### src/rtl/weight_stream_sequencer.sv
// Streams DEPTH weight words from a falling-edge BRAM to a MAC, optionally reloading them from a host.
// Host load path is compiled in only when WSEQ_HOST_LOAD_EN is defined.
module weight_stream_sequencer #(
    parameter int DEPTH = 30,
    parameter int AW    = 5,
    parameter int DW    = 16
) (
    input  logic          CLK,
    input  logic          RST,
    input  logic          START,
    input  logic          LOAD_REQ,
    input  logic [DW-1:0] LD_DATA,
    input  logic          LD_VALID,
    output logic          LD_READY,
    output logic [DW-1:0] W_DATA,
    output logic          W_VALID,
    input  logic          W_READY,
    output logic [AW-1:0] W_IDX,
    output logic          W_LAST,
    output logic          BUSY,
    output logic          DONE,
    output logic [AW-1:0] BRAM_ADDR,
    output logic [DW-1:0] BRAM_DI,
    output logic          BRAM_EN,
    output logic          BRAM_WE,
    input  logic [DW-1:0] BRAM_DO
);

`ifdef WSEQ_HOST_LOAD_EN
    typedef enum logic [2:0] {IDLE, LOAD, PRIME, STREAM, FIN} state_t;
`else
    typedef enum logic [2:0] {IDLE, PRIME, STREAM, FIN} state_t;
`endif

    localparam logic [AW-1:0] LAST_IDX = AW'(DEPTH - 1);

    state_t        state, state_nx;
    logic [AW-1:0] idx, idx_nx;
    logic [AW-1:0] addr_q, addr_nx;
    logic [DW-1:0] di_q, di_nx;
    logic          en_q, en_nx;
    logic          we_q, we_nx;

    always_ff @(posedge CLK) begin
        if (RST) begin
            state  <= IDLE;
            idx    <= '0;
            addr_q <= '0;
            di_q   <= '0;
            en_q   <= 1'b0;
            we_q   <= 1'b0;
        end else begin
            state  <= state_nx;
            idx    <= idx_nx;
            addr_q <= addr_nx;
            di_q   <= di_nx;
            en_q   <= en_nx;
            we_q   <= we_nx;
        end
    end

    // idx is the load counter in LOAD and the presented word index in STREAM.
    always_comb begin
        state_nx = state;
        idx_nx   = idx;
        addr_nx  = addr_q;
        di_nx    = di_q;
        en_nx    = 1'b0;
        we_nx    = 1'b0;
        case (state)
            IDLE: begin
`ifdef WSEQ_HOST_LOAD_EN
                if (LOAD_REQ) begin
                    state_nx = LOAD;
                    idx_nx   = '0;
                end else
`endif
                if (START) begin
                    state_nx = PRIME;
                    idx_nx   = '0;
                end
            end
`ifdef WSEQ_HOST_LOAD_EN
            LOAD: begin
                if (LD_VALID) begin
                    en_nx   = 1'b1;
                    we_nx   = 1'b1;
                    addr_nx = idx;
                    di_nx   = LD_DATA;
                    if (idx == LAST_IDX) state_nx = FIN;
                    else                 idx_nx   = idx + AW'(1);
                end
            end
`endif
            PRIME: begin
                en_nx    = 1'b1;
                addr_nx  = '0;
                state_nx = STREAM;
            end
            STREAM: begin
                // Fetch the next word on the same edge as the beat so the stream never bubbles.
                if (W_READY) begin
                    if (idx == LAST_IDX) begin
                        state_nx = FIN;
                    end else begin
                        idx_nx  = idx + AW'(1);
                        en_nx   = 1'b1;
                        addr_nx = idx + AW'(1);
                    end
                end
            end
            FIN:     state_nx = IDLE;
            default: state_nx = IDLE;
        endcase
    end

`ifdef WSEQ_HOST_LOAD_EN
    assign LD_READY = (state == LOAD);
`else
    logic unused_ok;
    assign unused_ok = ^{LOAD_REQ, LD_VALID, LD_DATA};
    assign LD_READY  = 1'b0;
`endif

    assign W_VALID   = (state == STREAM);
    assign W_DATA    = BRAM_DO;
    assign W_IDX     = W_VALID ? idx : '0;
    assign W_LAST    = W_VALID && (idx == LAST_IDX);
    assign BUSY      = (state != IDLE);
    assign DONE      = (state == FIN);
    assign BRAM_ADDR = addr_q;
    assign BRAM_DI   = di_q;
    assign BRAM_EN   = en_q;
    assign BRAM_WE   = we_q;

endmodule

### config.mk
export PLATFORM = sky130hd
export DESIGN_NAME = weight_stream_sequencer
export DESIGN_NICKNAME = d
export VERILOG_FILES = /design/src/rtl/weight_stream_sequencer.sv
export SDC_FILE = /design/constraint.sdc
export NUM_CORES = 1
export LEC_CHECK = 0
export CAP_MARGIN = 0
export CORE_UTILIZATION = 28
export DETAILED_ROUTE_END_ITERATION = 10
export PLACE_DENSITY = 0.83
export SLEW_MARGIN = 10
export SYNTH_ARGS = -nofsm -noshare
export SYNTH_HDL_FRONTEND = slang
export SYNTH_SLANG_ARGS = --single-unit
### constraint.sdc
create_clock -name CLK -period 1.4 [get_ports CLK]
set_clock_uncertainty 0.1 [all_clocks]
set_input_delay 0.14 -clock CLK [delete_from_list [all_inputs] [get_ports CLK]]
set_output_delay 0.14 -clock CLK [all_outputs]
set_load 0.01 [all_outputs]
==> metrics.txt <==
clk_lat worst skew=0.28 ns; crit path kind=reg2reg; R2R Path Start=state[0]; row cnt=21; IR drop worst, VDD=approximately 0.55 mV; crit path DAT=1.68 ns; Port Buffers=18; Worst path max stage delay=0.37 ns; cell breakdown of the critical path=inv_4 -> buf_6 -> ha_4 -> mux2_4 -> nand4b_1 -> nand3b_1 -> o311ai_2; Setup-failing EPs final=19; Layout Cells excl Fill=194; H-tree depth=1; CTS Hold Bufs=0; number of fill cells=341; fin worst setup slack=-0.211 ns; Final Cycle Share=115%; Max-Cap Viols=0; Hold/Removal Path Class=in2out; Max Slew Vio Count=0; largest area contributor in the netlist=dfxtp_1; Cell Area, Synth=between 900 and 1000 um2; Synth cell types=27; Top Ports=87; Setup TNS=-1.83 ns; Final Hold Fails=0; Layout Nets=193; largest family of logic cells by synthesized area=buffers and inverters; Starting Density=29.6%; Sink Count=13; Layout area overhead=43.6%; register area=around 270 um2; Detailed Routing Iterations Pass 1=4; static leakage=~0.67 nW; post-DR vias/cell=4.11; die footprint=3790 um2; worst hold start=BRAM_DO[0]; Max Clock Freq=621 MHz; routed len/inst=between 10 and 15 um; CP startpoint kind=register; Core ar.=3360 um2; Vias=797; required arrival time at the worst endpoint=1.47 ns; flops & latches, synth=13; Synth Area in Simple Gates=21.1%; synth top area cells=dfxtp_1, buf_4, ha_1, nand2_1, nand2b_1; DRC=0; largest net degree at the start of global routing=9; CP Buf/Inv Count=2; Synth Instances=116; DPL Wire Length=~1.5 mm; Routed WL=2.38 mm; yosys warns=0; CTS tree=done; slowest CP cell=dfxtp_2; failing checks=setup timing; number of buffers created by CTS=3; Final ANT Viol Nets=0; Post-DP Area=1220 um2; XOR/XNOR share of the synthesized area=2.64%; synthesized area per cell=8.58 um2; clock tree root buffer cell=clkbuf_4; CTS clk-pin slew, worst paths=0.09 ns; Die Wd=61.6 um; ratio of cells with drive above 1 in the final layout=51.4%; Seq/Total Area, Yosys=26.2%; Die Y=slightly above 60 um; post-synthesis compound-gate area fraction=9.06%; placed insts=181; status=finished, violations left; PD cells=1080 nW/um2; GRT Total Usage=13.3%; RSZ-0062 raised after global routing=true; total grt overflow=0; Max FO, Critical Path=4; First DRT Iteration DRCs=7; antenna violations before repair=0; number of global-route vias before repair=between 700 and 800; crit path launch=state[0]; Multi-input gate area=629 um2; post-synthesis adder-cell area fraction=7.55%; Crit path max-delay family=flip-flops; Routability Congestion=0.821; Max clock buf depth=2; cell area after layout=1430 um2; area share of the largest cell type after synthesis=26.2%; pre-CTS setup slack=-0.195 ns; mux cell area share after synthesis=4.40%; CP Capture Type=register; fin crit period=roughly 1.6 ns; number of diodes=0; global-route wire length before repair=3.56 mm; Final Total Pwr=1.55 mW
## routing by layer
metal | wire length (um) | track usage, % | vias to the layer above
li1 | - | - | 390
met1 | 929 | 15.8 | 377
met2 | 1280 | 22.1 | 25
met3 | 137 | 4.20 | 5
met4 | 33 | 5.40 | 0
met5 | 0 | 0 | -
## sequential cells by signal, indices dropped and copies added (netlist names)
| signal | flops |
|---|---|
| BRAM_ADDR | 5 |
| BRAM_EN | 1 |
| idx | 5 |
| state | 2 |
## cells by family (layout without fill, tap and decap cells)
| family | Yosys count | after routing |
|---|---|---|
| AOI/OAI and AO/OA | 11 | 11 |
| buffers and inverters | 42 | 57 |
| and+or+nand+nor | 36 | 36 |
| muxes | 4 | 4 |
| adders and majority gates | 6 | 6 |
| xor gates and xnor gates | 3 | 3 |
| other | 1 | 18 |
| DFF | 13 | 13 |
## cell usage after synthesis, drive strengths merged
master	number
ha	6
a221oi	1
o311ai	1
and2	5
nand4	1
and3b	1
nand3	3
a21oi	1
clkbuf	1
nor2	7
o21ai	7
mux2i	1
nand2	10
a311oi	1
nand4b	3
dfxtp	13
conb	1
xor2	3
buf	34
nand3b	1
mux2	3
inv	7
nand2b	5
## worst paths after layout
kind | depth (start not counted) | to | slack (ns)
max | 7 | idx[2] | -0.21
max reg2reg | 7 | idx[2] | -0.21
min reg2reg | 2 | BRAM_ADDR[2] | 0.37
min | 0 | W_DATA[0] | 0.18
## where the power goes
| group | total, mW | switching (mW) | leakage (nW) | internal (mW) |
|---|---|---|---|---|
| clock network | 0.249 | 0.138 | 0.0150 | 0.111 |
| registers | 0.443 | 0.0345 | 0.107 | 0.409 |
| logic | 0.855 | 0.405 | 0.551 | 0.450 |
## cells in the final DEF (no fill, tap or decap), types with 5 or more instances in the layout
master         synthesis  routed
buf_4                 34      20
conb_1                 1      18
buf_6                  0      14
dfxtp_1               13       9
nand2_1                9       8
o21ai_1                5       6
and2_4                 1       5
dlygate4sd2_1          0       5
## final cells by class
type / count / share of cell area (%)
multi-input cells: 78 / 44.0
well taps: 46 / 4.03
flip-flops and latches: 13 / 18.7
inverters: 7 / 2.71
clock buffers: 4 / 1.84
repair buffers: 46 / 28.6
## stage by stage
stage	hold WS, ns	util, %
2_1_floorplan	0.269	-
3_3_place_gp	0.180	36.3
3_5_place_dp	0.180	36.3
4_1_cts	0.180	39.0
5_1_grt	0.180	42.5
6_report	0.180	42.5
## what timing repair did
item / CTS / global route
endpoints found under the setup margin: 26 / 22
endpoints found under the hold margin: 0 / 0
pin swaps: 12 / 7
gates resized for setup: 61 / 28
buffers inserted: 3 / 7
Power figures use the tool's default switching activity.
